$ cat src/rtl/cache_read_response_buffer_pkg.sv
// Shared widths and packet layout for the cache read-response path.
// The network response injector unpacks the same {dest, addr, data} layout.
package cache_read_response_buffer_pkg;

    localparam int DATA_W       = 32;
    localparam int NET_ADDR_W   = 4;
    localparam int BANK_ADDR_W  = 8;
    localparam int RESP_DEPTH   = 4;

    function automatic int resp_width(input int dw, input int nw, input int bw);
        return nw + bw + dw;
    endfunction

endpackage

$ cat src/rtl/cache_read_response_buffer_response_fifo.sv
// Generic synchronous FIFO with count, full/empty flags and async reset.
// A pop frees the head slot in the same cycle, so push is accepted when full.
module response_fifo #(
    parameter int WIDTH = 8,
    parameter int DEPTH = 4,
    parameter int CW    = $clog2(DEPTH) + 1
) (
    input  logic             clk,
    input  logic             reset,
    input  logic             push_i,
    input  logic             pop_i,
    input  logic [WIDTH-1:0] wdata_i,
    output logic [WIDTH-1:0] rdata_o,
    output logic [CW-1:0]    count_o,
    output logic             full_o,
    output logic             empty_o
);

    localparam int PW = $clog2(DEPTH);

    logic [WIDTH-1:0] mem_q [DEPTH];
    logic [PW-1:0]    wr_ptr_q;
    logic [PW-1:0]    rd_ptr_q;
    logic [CW-1:0]    count_q;
    logic [CW-1:0]    count_d;
    logic             do_push;
    logic             do_pop;

    assign empty_o = (count_q == '0);
    assign full_o  = (count_q == CW'(DEPTH));
    assign count_o = count_q;
    assign rdata_o = mem_q[rd_ptr_q];

    assign do_pop  = pop_i & ~empty_o;
    assign do_push = push_i & (~full_o | do_pop);
    assign count_d = count_q + CW'(do_push) - CW'(do_pop);

    always_ff @(posedge clk or posedge reset) begin
        if (reset) begin
            wr_ptr_q <= '0;
            rd_ptr_q <= '0;
            count_q  <= '0;
            for (int i = 0; i < DEPTH; i++) begin
                mem_q[i] <= '0;
            end
        end else begin
            if (do_push) begin
                mem_q[wr_ptr_q] <= wdata_i;
                wr_ptr_q        <= wr_ptr_q + PW'(1);
            end
            if (do_pop) begin
                rd_ptr_q <= rd_ptr_q + PW'(1);
            end
            count_q <= count_d;
        end
    end

endmodule

$ cat src/rtl/cache_read_response_buffer.sv
// Aligns an arbiter read grant with bank data one cycle later and queues
// the completed response for the network link with valid/ready handshake.
module cache_read_response_buffer
    import cache_read_response_buffer_pkg::*;
#(
    parameter int DATA_WIDTH               = DATA_W,
    parameter int NETWORK_ADDRESS_WIDTH    = NET_ADDR_W,
    parameter int CACHE_BANK_ADDRESS_WIDTH = BANK_ADDR_W,
    parameter int FIFO_DEPTH               = RESP_DEPTH
) (
    input  logic                                clk,
    input  logic                                reset,
    input  logic                                readReadyIn,
    input  logic [NETWORK_ADDRESS_WIDTH-1:0]    requesterAddressIn,
    input  logic [CACHE_BANK_ADDRESS_WIDTH-1:0] cacheReadAddressIn,
    input  logic [DATA_WIDTH-1:0]               cacheDataIn,
    output logic                                respValid,
    input  logic                                respReady,
    output logic [NETWORK_ADDRESS_WIDTH-1:0]    respDest,
    output logic [CACHE_BANK_ADDRESS_WIDTH-1:0] respAddr,
    output logic [DATA_WIDTH-1:0]               respData,
    output logic                                stallOut,
    output logic                                overflow
);

    localparam int RW = resp_width(DATA_WIDTH, NETWORK_ADDRESS_WIDTH,
                                   CACHE_BANK_ADDRESS_WIDTH);
    localparam int CW = $clog2(FIFO_DEPTH) + 1;

    logic                                pend_valid_q;
    logic [NETWORK_ADDRESS_WIDTH-1:0]    pend_dest_q;
    logic [CACHE_BANK_ADDRESS_WIDTH-1:0] pend_addr_q;
    logic                                overflow_q;
    logic                                overflow_d;

    logic [RW-1:0] fifo_wdata;
    logic [RW-1:0] fifo_rdata;
    logic [CW-1:0] fifo_count;
    logic          fifo_full;
    logic          fifo_empty;
    logic          pop;

    assign fifo_wdata = {pend_dest_q, pend_addr_q, cacheDataIn};
    assign pop        = respValid & respReady;

    response_fifo #(
        .WIDTH (RW),
        .DEPTH (FIFO_DEPTH),
        .CW    (CW)
    ) u_fifo (
        .clk     (clk),
        .reset   (reset),
        .push_i  (pend_valid_q),
        .pop_i   (pop),
        .wdata_i (fifo_wdata),
        .rdata_o (fifo_rdata),
        .count_o (fifo_count),
        .full_o  (fifo_full),
        .empty_o (fifo_empty)
    );

    assign respValid = ~fifo_empty;
    assign {respDest, respAddr, respData} = fifo_rdata;

    // Leave one slot free for the grant that may already be in flight.
    assign stallOut = (fifo_count + CW'(pend_valid_q)) >= CW'(FIFO_DEPTH - 1);

    assign overflow_d = overflow_q | (pend_valid_q & fifo_full & ~pop);
    assign overflow   = overflow_q;

    always_ff @(posedge clk or posedge reset) begin
        if (reset) begin
            pend_valid_q <= 1'b0;
            pend_dest_q  <= '0;
            pend_addr_q  <= '0;
            overflow_q   <= 1'b0;
        end else begin
            pend_valid_q <= readReadyIn;
            if (readReadyIn) begin
                pend_dest_q <= requesterAddressIn;
                pend_addr_q <= cacheReadAddressIn;
            end
            overflow_q <= overflow_d;
        end
    end

endmodule

$ cat config.mk
export PLATFORM = sky130hd
export DESIGN_NAME = cache_read_response_buffer
export DESIGN_NICKNAME = d
export VERILOG_FILES = /design/src/rtl/cache_read_response_buffer_pkg.sv /design/src/rtl/cache_read_response_buffer_response_fifo.sv /design/src/rtl/cache_read_response_buffer.sv
export SDC_FILE = /design/constraint.sdc
export NUM_CORES = 1
export LEC_CHECK = 0
export ABC_AREA = 0
export CAP_MARGIN = 20
export CORE_ASPECT_RATIO = 1.2
export CORE_MARGIN = 10
export CORE_UTILIZATION = 40
export CTS_CLUSTER_SIZE = 8
export DETAILED_ROUTE_END_ITERATION = 16
export RECOVER_POWER = 100
export SYNTH_ARGS = -nofsm -noshare
export SYNTH_HDL_FRONTEND = slang
export SYNTH_SLANG_ARGS = --single-unit
$ cat constraint.sdc
create_clock -name clk -period 14.53 [get_ports clk]
set_input_delay 3.6325 -clock clk [delete_from_list [all_inputs] [get_ports clk]]
set_output_delay 3.6325 -clock clk [all_outputs]
set_load 0.02 [all_outputs]
Word-level counts from Yosys, hierarchy flattened --
Cells that the tools add are included.
Word-level totals: memories kept 0, RAM bits 0, bits in latches 0, word-level logic and storage cells 41, flip-flop bits (word level) 197, ROM bits 0
Cells by class: equal/unequal tests 1, reduce and logical (&&, ||, !) cells 2, add/sub/neg operators 5, $mul 0, mux-type cells 6, divide/modulo/power cells 0, $lt $le $gt $ge 4, shift-type cells 0, bitwise logic cells 12
Operators by type and width (number):
- $bwmux 176 | 1
- $mux 44 | 3
- $bmux 44 s2 | 1
- $demux 44 s2 | 1
- $add 3x1->3 | 2
- $ge 3x3->1 const B | 2
- $not 2->3 | 2
- $and 1x1->1 | 5
- $add 2x1->2 const B | 2
- $eq 3x3->1 const B | 1
- $ge 3x2->1 const B | 1
- $logic_not 3->1 | 1
- $lt 3x1->1 const B | 1
- $not 1->1 | 3
- $sub 3x1->3 | 1
- $or 1x1->1 | 2
- $logic_and 1x1->1 | 1

Depth between registers and ports, before layout --
Gate-level depths: netlist of the first run.
depth in word-level cells 8, depth in mapped cells 7, gate-level depth less buffers 7

Hierarchy --
A second synthesis of the first run with hierarchy kept.
Second synthesis, totals: cells, all modules 498, area total of the unflattened synthesis 8650.8 sq um
By module, submodules not included:
- response_fifo | seq. area each 4579.4 sq um, area an instance 8050.2 sq um, instances 1, cells an instance 461
- cache_read_response_buffer | seq. area each 350.3 sq um, area an instance 600.6 sq um, instances 1, cells an instance 37

Worst setup path after synthesis of the first run --
OpenSTA, ideal clock, no wires.
path kind input port to flip-flop, from input respReady, to register u_fifo.count_q[2], in the netlist u_fifo.count_o[2], data arrival time 5208 ps, required time 14450 ps, cell stages on the path 7, setup time 80 ps, setup slack 9242 ps, cell sequence or4b_4 > nand2_1 > inv_1 > ha_1 > fa_1 > xnor2_1 > xnor2_1
On the way: longest elaborated chain between the ends 6
Ends and longest elaborated chain:
- start, declared | line cache_read_response_buffer.sv:18 | input logic respReady,
- $and 1x1->1 | line cache_read_response_buffer.sv:44 | assign pop = respValid & respReady;
- $and 1x1->1 | line cache_read_response_buffer_response_fifo.sv:34 | assign do_pop = pop_i & ~empty_o;
- $or 1x1->1 | line cache_read_response_buffer_response_fifo.sv:35 | assign do_push = push_i & (~full_o | do_pop);
- $and 1x1->1 | line cache_read_response_buffer_response_fifo.sv:35
- net u_fifo.do_push | line cache_read_response_buffer_response_fifo.sv:26 | logic do_push;
- $add 3x1->3 | line cache_read_response_buffer_response_fifo.sv:36 | assign count_d = count_q + CW'(do_push) - CW'(do_pop);
- $sub 3x1->3 | line cache_read_response_buffer_response_fifo.sv:36
- net u_fifo.count_d[2] | line cache_read_response_buffer_response_fifo.sv:25 | logic [CW-1:0] count_d;
- end signal, assigned | line cache_read_response_buffer_response_fifo.sv:54 | count_q <= count_d;
- end, declared | line cache_read_response_buffer_response_fifo.sv:24 | logic [CW-1:0] count_q;
The timed path passes the listed nets, and every way through them passes these cells. A chain may end at the register's enable or synchronous reset.

Worst setup path in the final report of the first run --
from register u_fifo.rd_ptr_q[0], to output respDest[3]
On the way: longest elaborated chain between the ends 4
Ends and longest elaborated chain:
- start, declared | line cache_read_response_buffer_response_fifo.sv:23 | logic [PW-1:0] rd_ptr_q;
- start signal, assigned | line cache_read_response_buffer_response_fifo.sv:52 | rd_ptr_q <= rd_ptr_q + PW'(1);
- $not 2->3 (not written as such) | line cache_read_response_buffer_response_fifo.sv:32 | assign rdata_o = mem_q[rd_ptr_q];
- $bmux 44 s2 | line cache_read_response_buffer_response_fifo.sv:32
- $mux 44 (not written as such) (2 in series) | line cache_read_response_buffer_response_fifo.sv:32
- end, declared | line cache_read_response_buffer.sv:19 | output logic [NETWORK_ADDRESS_WIDTH-1:0] respDest,
Every way passes these cells. The select of a mux whose other input is x is not followed.

==> results of run 1 <==
-- worst max-delay path, cell delays in order, from the launching register on --
cell and delay, ns:
dfrtp_2 0.38, clkbuf_1 2.37, mux4_2 0.79, dlygate4sd3_1 0.69
-- metal layers --
metal	wire length, um	share of wire
met1	8780	0.47
met5	0	0
met3	469	0.025
met4	182	0.0097
met2	9410	0.50
-- per-stage QoR --
stage | power (uW) | util | setup slack (ns) | hold WS (ns)
after floorplan | 1980 | - | 5.53 | 0.475
after global placement | 2370 | 0.447 | 8.58 | 0.463
after detailed placement | 2400 | 0.447 | 8.55 | 0.465
after CTS | 2880 | 0.472 | 8.10 | 0.490
after global routing | 2710 | 0.446 | 5.57 | 0.491
final | 2550 | 0.446 | 6.22 | 0.476
-- worst paths after layout --
path	from	endpoint	slack, ns	cells past startpoint
setup / recovery	u_fifo.rd_ptr_q[0]$_DFFE_PP0P_	respDest[3]	6.22	3
hold / removal	overflow$_DFF_PP0_	overflow$_DFF_PP0_	0.48	1
setup reg to reg	u_fifo.count_o[2]$_DFF_PP0_	u_fifo.mem_q[41]$_DFFE_PP0P_	11.13	3
hold reg to reg	overflow$_DFF_PP0_	overflow$_DFF_PP0_	0.48	1
max in group asynchronous	reset	u_fifo.mem_q[61]$_DFFE_PP0P_	6.45	4
min in group asynchronous	reset	u_fifo.mem_q[16]$_DFFE_PP0P_	5.13	2
-- flip-flops by register name, summed over array words and instances (netlist names) --
name             cells
u_fifo.rd_ptr_q      2
u_fifo.wr_ptr_q      2
overflow             1
u_fifo.count_o       3
u_fifo.mem_q       176
pend_dest_q          4
pend_valid_q         1
pend_addr_q          8
-- power breakdown --
part	internal [uW]	switching (uW)	total (uW)
Combinational	603	485	1090
Clock	243	222	464
Sequential	818	177	995
Total	1660	884	2550
-- placed cells by master (no fill, tap or decap) --
cell             count
ha_1                 7
nand2_1              4
mux2i_1              1
fa_1                 1
dlygate4sd3_1       49
dfrtp_1            195
inv_6                5
clkinvlp_4           1
clkinvlp_2           1
dfrtp_2              1
inv_8                3
or3_2                1
clkbuf_1             3
inv_1                5
mux2_1             156
nand3_1              1
and3_1               4
clkbuf_16           17
or4b_1               1
clkdlybuf4s50_1     45
xnor2_1              6
dfrtp_4              1
mux2_4               4
mux2_2              29
clkinv_4             1
bufinv_16            1
or2_2                1
buf_16               1
mux4_2              44
clkinv_2             3
o21bai_1             1
-- cells by family (layout without fill, tap and decap cells) --
logic type	after synthesis	in the layout	share of synthesized area
xor gates and xnor gates	6	6	0.00563
and+or+nand+nor	12	12	0.00777
muxes	234	234	0.399
adders and majority gates	8	8	0.0115
AOI/OAI and AO/OA	1	1	0.000804
DFF	197	197	0.528
buffers and inverters	37	135	0.0472
-- cells in the mapped netlist --
cell      count  area [sq um]
or2_2         1          6.26
buf_12       16           320
o21bai_1      1          7.51
and3_1        4          25.0
or4b_4        1          13.8
ha_1          7          87.6
nand2_1       4          15.0
buf_2         9          45.0
mux2_2       29           327
mux2i_1       1          10.0
clkbuf_1      1          3.75
dfrtp_1     197          4930
xnor2_1       6          52.6
mux2_4      160          2400
nand3_1       1          5.00
or3_2         1          7.51
buf_6         4          45.0
mux4_2       44           991
buf_1         1          3.75
inv_1         6          22.5
fa_1          1          20.0
-- cell type report --
cell class                      count  share of cell area
Timing Repair Buffer               97              0.0950
Clock buffer                       18              0.0418
Clock inverter                     14              0.0135
Sequential cell                   197               0.480
Tap cell                          315              0.0383
Inverter                            6             0.00231
Multi-Input combinational cell    261               0.329
==> results.tsv, run 1 <==
metric	value	unit
outcome	finished, violations left	
violations	max-capacitance violations, max-slew violations	
setup_violations	0	
htree_num_levels	4	
fin_worst_skew	0.0122	ns
clk_latency	0.43	ns
yosysSeqAreaShare	0.528	
gr-usage-met3	0.0288	
grt_max_degree	111	
layout.nets	636	
multi_input_area	0.00338	sq mm
critPathCaptureType	primary output	
wl	18.8	mm
met2_usage	0.209	
io_buffers	94	
cts.sinks	197	
overflow	0	
slew_viol_final	363	
diodes	0	
cts_tree	done	
period_minus_slack	8.31	ns
period_share	0.572	
gp_congestion	0.688	
drtPass1Iterations	4	
synth_area	0.00934	sq mm
hold_viol	0	
vias_per_cell	5.01	
irDropWorstVdd	0.149	mV
dieWidth	159	um
grt_pass1_wl	31.6	mm
coreArea	0.0230	sq mm
synth_nets	551	
ant_nets	0	
vias	4545	
hp-class	reg -> reg	
postCtsSetupRepairBufs	0	
post-route-drc-count	0	
start_util	0.405	
nFillCells	2180	
critPathMaxFanout	44	
dpl_cell_area	0.0103	sq mm
ys_types	21	
power_density	248	mW/mm^2
seqCellArea	0.00493	sq mm
fin_cells	908	
place_hpwl	11.2	mm
syn_inst	495	
ys_seq_elements	197	
rows	61	
required	10.90	ns
dp.cells	875	
cellLeakagePower	0.00423	uW
wire_per_inst	20.8	um
relSlewSlack	-2.25	
grt_pass1_vias	5358	
max_freq	120	MHz
numCtsBuffers	17	
clockBufferDepth	2	
ys.warnings.count	0	
final_area	0.0103	sq mm
cts_hold_buf	0	
area_delta_synth_final	10.0	%
rsz0062_at_grt	no	
top_usage_layer	met2	
cts-resized-gates	0	
dieArea	0.0299	sq mm
path_clk_slew	0.08	ns
setup-tns-final	0	ns
worstSetupPathType	reg -> out	
cts_root_buffer	clkbuf_16	
io_pins	95	
grt_util_met1	0.181	
antenna_found_initial	0	
first_iter_violations	120	
synth_area_per_cell	18.9	sq um
drive_gt1_frac	0.192	
die_h	187	um
cap_violations	7	
worst_pin_slew	4.85	ns
worst_setup_path_start_kind	flip-flop	
grtUsageTotal	0.133	
arrival	4.68	ns
Note: power is estimated with default switching activity, not from simulation.
==> run 2: changes to the inputs <==
==> constraint.sdc (replaced) <==
create_clock -name clk -period 7.2 [get_ports clk]
set_input_delay 1.8 -clock clk [delete_from_list [all_inputs] [get_ports clk]]
set_output_delay 1.8 -clock clk [all_outputs]
set_load 0.02 [all_outputs]
==> run 2 against run 1 <==
The flow still finishes with violations (max-capacitance violations, max-slew violations); sequential power is 110% higher; first-iteration DRC count is 81% higher; routed wire length is 2.9% higher; highest routed layer unchanged; worst setup slack worse by 4.3 ns.
==> results.tsv, run 2 (synthesis gave the netlist of run 1 again) <==
metric	value	unit	change
die_h	187	um	unchanged
arrival	3.52	ns	-1.16 ns
power_density	500	mW/mm^2	+100%
clk_latency	0.43	ns	about the same
cp_top_family	flip-flops		
ant_nets	0		unchanged
drive_gt1_frac	0.189		-0.00305
final_common_cell	dfrtp_1		
cts_hold_buf	0		unchanged
dieWidth	159	um	unchanged
relSlewSlack	-0.968		+1.28
period_minus_slack	5.32	ns	
rrSetupSlack	3.79	ns	-7.34 ns
hold_viol	0		unchanged
diodes	0		unchanged
slowest_delay	1.30	ns	-1.07 ns
overflow	0		unchanged
top_regs	u_fifo.mem_q x176, pend_addr_q x8, pend_dest_q x4		
post-route-drc-count	0		unchanged
gp_congestion	0.718		+4.3%
htree_num_levels	4		unchanged
violations	max-capacitance violations, max-slew violations		
dieArea	0.0299	sq mm	unchanged
cap_violations	5		-2
cp.depth	3		unchanged
worstSetupStartpoint	u_fifo.rd_ptr_q[0]$_DFFE_PP0P_		
max_freq	188	MHz	
area_delta_synth_final	9.82	%	
wire_per_inst	21.4	um	+3.0%
crit_path_cell_trace	buf_4, mux4_2, dlygate4sd3_1		
cellLeakagePower	0.00422	uW	-0.35%
worstReg2RegStart	u_fifo.count_o[2]$_DFF_PP0_		
vias_per_cell	5.01		+0.15%
crit_end	respDest[3]		
required	5.40	ns	-5.50 ns
layout.nets	635		-0.16%
setup_violations	0		unchanged
period_share	0.739		
setup-tns-final	0	ns	unchanged
io_buffers	94		unchanged
clockBufferDepth	2		unchanged
worst_setup_path_start_kind	flip-flop		
worstSetupPathType	reg -> out		
fin_worst_skew	0.0107	ns	-0.00143 ns
cts_root_buffer	clkbuf_16		
grtUsageTotal	0.138		+0.00543
numCtsBuffers	17		unchanged
wl	19.4	mm	+2.9%
slowest_stage	dfrtp_1		
vias	4547		+0.044%
path_clk_slew	0.07	ns	about the same
place_hpwl	11.8	mm	+5.4%
postCtsSetupRepairBufs	0		unchanged
largest-register	u_fifo.mem_q		
coreArea	0.0230	sq mm	unchanged
hp-class	reg -> reg		
critPathMaxFanout	28		-36%
whs	0.474	ns	-0.00220 ns
holdCritStartpoint	overflow$_DFF_PP0_		
largest_reg_flops	176		unchanged
critPathCaptureType	primary output		
final_cell_mix	196 x dfrtp_1, 156 x mux2_1, 47 x clkdlybuf4s50_1, 47 x dlygate4sd3_1, 44 x mux4_2		
cts.sinks	197		unchanged
r2r_cells	3		unchanged
grt_max_degree	139		+25%
irDropWorstVdd	0.213	mV	+43%
outcome	finished, violations left		
first_iter_violations	217		+81%
antenna_found_initial	0		unchanged
slew_viol_final	319		-12%
r2r_end	u_fifo.mem_q[41]$_DFFE_PP0P_		
crit_buf_inv	2		unchanged
start_util	0.405		unchanged
cts_tree	done		
rsz0062_at_grt	no		
grt_pass1_wl	32.6	mm	+3.0%
cts-resized-gates	0		unchanged
worst_pin_slew	2.95	ns	-1.90 ns
rows	61		unchanged
io_pins	95		unchanged
grt_pass1_vias	5389		+0.58%
drtPass1Iterations	4		unchanged
-- run 2: changes by cell type in the layout (fill, tap and decap cells not counted), moves of 2 or more --
| cell | before | now |
|---|---|---|
| buf_4 | 0 | 2 |
| clkdlybuf4s50_1 | 45 | 47 |
| clkinv_2 | 3 | 1 |
| clkinvlp_4 | 1 | 3 |
| dlygate4sd3_1 | 49 | 47 |
| inv_6 | 5 | 3 |
-- run 2: metrics by stage --
stage / total power (uW) / utilization / std cells / setup slack, ns / area, sq um
5_1_grt: 5470 / 0.445 / 907 / 1.68 / 10300
4_1_cts: 5840 / 0.472 / 907 / 2.38 / 10900
3_3_place_gp: 4790 / 0.447 / 875 / 2.85 / 10300
6_report: 5130 / 0.445 / 907 / 1.88 / 10300
2_1_floorplan: 4000 / - / 495 / 0.0310 / 9340
3_5_place_dp: 4850 / 0.447 / 875 / 2.86 / 10300
-- run 2: worst min path at each step --
stage / end / slack [ns] / cells after the start
final: overflow$_DFF_PP0_ / 0.47 / 1
after global routing: u_fifo.mem_q[157]$_DFFE_PP0P_ / 0.50 / 1
after global placement: overflow$_DFF_PP0_ / 0.47 / 1
after CTS: overflow$_DFF_PP0_ / 0.49 / 1
after detailed placement: overflow$_DFF_PP0_ / 0.47 / 1
after floorplan: u_fifo.mem_q[84]$_DFFE_PP0P_ / 0.48 / 1
-- run 2: metal layers --
layer	track usage	wire length [um]	vias to the layer above
met1	0.183	8800	2451
li1	-	-	1994
met2	0.220	9650	87
met3	0.0319	702	15
met4	0.0418	246	0
met5	0	0	-
-- run 2: cell type report --
class | count | area [sq um]
Sequential cell | 197 | 4930
Fill cell | 2150 | 12800
Clock buffer | 21 | 450
Timing Repair Buffer | 96 | 956
Inverter | 6 | 26.3
Clock inverter | 11 | 116
Tap cell | 315 | 394
Multi-Input combinational cell | 261 | 3380
-- run 2: report_power, final --
group	switching (uW)	total, uW	internal, uW
Clock	432	928	495
Combinational	942	2140	1200
Sequential	408	2060	1650
==> run 3: changes to the inputs <==
==> constraint.sdc (replaced) <==
create_clock -name clk -period 5 [get_ports clk]
set_input_delay 1.25 -clock clk [delete_from_list [all_inputs] [get_ports clk]]
set_output_delay 1.25 -clock clk [all_outputs]
set_load 0.02 [all_outputs]
==> run 3 against run 2 <==
The flow still finishes with violations (max-capacitance violations, max-slew violations); worst hold slack got worse by 0.0018 ns; count of clock-buffer cells in the layout decreased by 1; non-clock buffer count up 3; via count fell by 0.55%; power grew 46%; sequential share of layout area fell by 0.39 points; die area did not move.
==> results.tsv, run 3 (synthesis gave the netlist of run 1 again) <==
metric	value	unit	change
grt_pass1_wl	32.4	mm	-0.45%
arrival	4.61	ns	+1.09 ns
rows	61		unchanged
overflow	0		unchanged
seqCellArea	0.00493	sq mm	about the same
largest_reg_flops	176		unchanged
intPower	4870	uW	+46%
htree_num_levels	4		unchanged
seqPwrFrac	0.393		-0.008
outcome	finished, violations left		
pwr-share-comb	0.415		-0.003
crit_path_cell_trace	dlygate4sd3_1, or4b_1, and3_1, mux2_2		
power_switching	2590	uW	+45%
dp.cells	878		+0.34%
top_regs	u_fifo.mem_q x176, pend_addr_q x8, pend_dest_q x4		
required	5.31	ns	-0.09 ns
largest-register	u_fifo.mem_q		
slowest_delay	2.01	ns	+0.71 ns
cts_root_buffer	clkbuf_16		
grt_max_degree	98		-29%
nFillCells	2179		+1.3%
final_common_cell	dfrtp_1		
period_share	0.861		
cap_violations	2		-3
setup-tns-final	0	ns	unchanged
cts_tree	done		
postCtsSetupRepairBufs	0		unchanged
slew_viol_final	118		-63%
rsz0062_at_grt	no		
fin_cells	911		+0.44%
wl	19.3	mm	-0.31%
crit_buf_inv	1		-1
vias_per_cell	4.96		-0.99%
layout.nets	638		+0.47%
io_pins	95		unchanged
dieWidth	159	um	unchanged
drive_gt1_frac	0.203		+0.0142
utilization	0.449		+0.00375
fin_worst_skew	0.0147	ns	+0.00395 ns
relSlewSlack	-0.776		+0.192
power_density	721	mW/mm^2	+44%
worstSetupPathType	in -> reg		
cellLeakagePower	0.00426	uW	+1.0%
switching_share	0.347		-0.000915
grtUsageTotal	0.136		-0.00166
multi_input_area	0.00339	sq mm	+0.22%
antenna_found_initial	1		+1
wire_per_inst	21.2	um	-0.75%
gp_congestion	0.705		-1.8%
post-route-drc-count	0		unchanged
clock_power_share	0.192		+0.011
start_util	0.405		unchanged
area_delta_synth_final	10.7	%	
path_clk_slew	0.07	ns	about the same
critPathMaxFanout	44		+57%
cts.sinks	197		unchanged
hold_viol	0		unchanged
whs	0.472	ns	-0.00178 ns
clk_latency	0.44	ns	about the same
critPathCaptureType	flip-flop		
coreArea	0.0230	sq mm	unchanged
ant_nets	0		unchanged
slowest_stage	and3_1		
worst_pin_slew	2.66	ns	-0.288 ns
violations	max-capacitance violations, max-slew violations		
irDropWorstVdd	0.392	mV	+84%
setup_violations	0		unchanged
vias	4522		-0.55%
place_hpwl	11.9	mm	+0.88%
period_minus_slack	4.31	ns	
first_iter_violations	161		-26%
io_buffers	94		unchanged
max_freq	232	MHz	
drtPass1Iterations	4		unchanged
die_h	187	um	unchanged
cts_hold_buf	0		unchanged
cp_top_family	simple AND/OR/NAND/NOR gates		
numCtsBuffers	17		unchanged
dpl_cell_area	0.0103	sq mm	+0.43%
clockBufferDepth	2		unchanged
hp-class	reg -> reg		
final_area	0.0103	sq mm	+0.84%
cts-resized-gates	0		unchanged
dieArea	0.0299	sq mm	unchanged
worst_setup_path_start_kind	input port		
final_cell_mix	195 x dfrtp_1, 155 x mux2_1, 48 x dlygate4sd3_1		
grt_pass1_vias	5482		+1.7%
[run 3: cell count changes in the layout (fill, tap and decap cells not counted), sizes merged]
cell | previous run | this run
clkinvlp | 3 | 2
bufinv | 1 | 2
clkdlybuf4s50 | 47 | 46
inv | 10 | 12
dlygate4sd3 | 47 | 48
diode | 0 | 1
buf | 2 | 3
clkinv | 3 | 2
clkbuf | 21 | 22
[run 3: per-layer routing]
layer	wire length, um	GRT usage	vias to the layer above
li1	-	-	1987
met1	8660	0.174	2459
met2	9740	0.223	67
met3	796	0.0387	9
met4	136	0.0339	0
met5	0	0	-
[run 3: worst register-to-register path: cells and delay by family (launching register included)]
kind	cells	cell delay, ns
AND/OR/NAND/NOR	2	2.31
flip-flops	1	0.43
multiplexers	1	0.49
[run 3: power by group through the flow]
stage / clock network, uW / logic, uW / registers (uW)
2_1_floorplan: 0 / 3080 / 2680
3_3_place_gp: 0 / 3940 / 2940
3_5_place_dp: 0 / 4000 / 3000
4_1_cts: 1470 / 4020 / 2990
5_1_grt: 1530 / 3340 / 3070
6_report: 1430 / 3100 / 2930
[run 3: through the flow]
| step | setup slack [ns] | total power, uW |
|---|---|---|
| floorplan | 1.20 | 5760 |
| global placement | 1.46 | 6880 |
| detailed placement | 1.44 | 7000 |
| CTS | 0.983 | 8480 |
| global route | 0.456 | 7930 |
| finish | 0.694 | 7460 |
[run 3: cell type report]
type                       instances  share of cell area
sequential                       197               0.477
multi-input combinational        261               0.328
timing repair buffer              99              0.0952
clock buffer                      20              0.0442
tap                              315              0.0381
clock inverter                    12              0.0154
inverter                           6             0.00230
antenna                            1            0.000242
[run 3: worst paths after layout]
kind                                             start                            end  slack [ns]  cells after the start
min in group asynchronous                        reset  u_fifo.mem_q[137]$_DFFE_PP0P_        1.58                      2
max reg2reg                u_fifo.count_o[2]$_DFF_PP0_  u_fifo.mem_q[131]$_DFFE_PP0P_        1.65                      3
min reg2reg                         overflow$_DFF_PP0_             overflow$_DFF_PP0_        0.47                      1
max                                          respReady  u_fifo.mem_q[131]$_DFFE_PP0P_        0.69                      4
max in group asynchronous                        reset   u_fifo.mem_q[91]$_DFFE_PP0P_        1.08                      3
min                                 overflow$_DFF_PP0_             overflow$_DFF_PP0_        0.47                      1
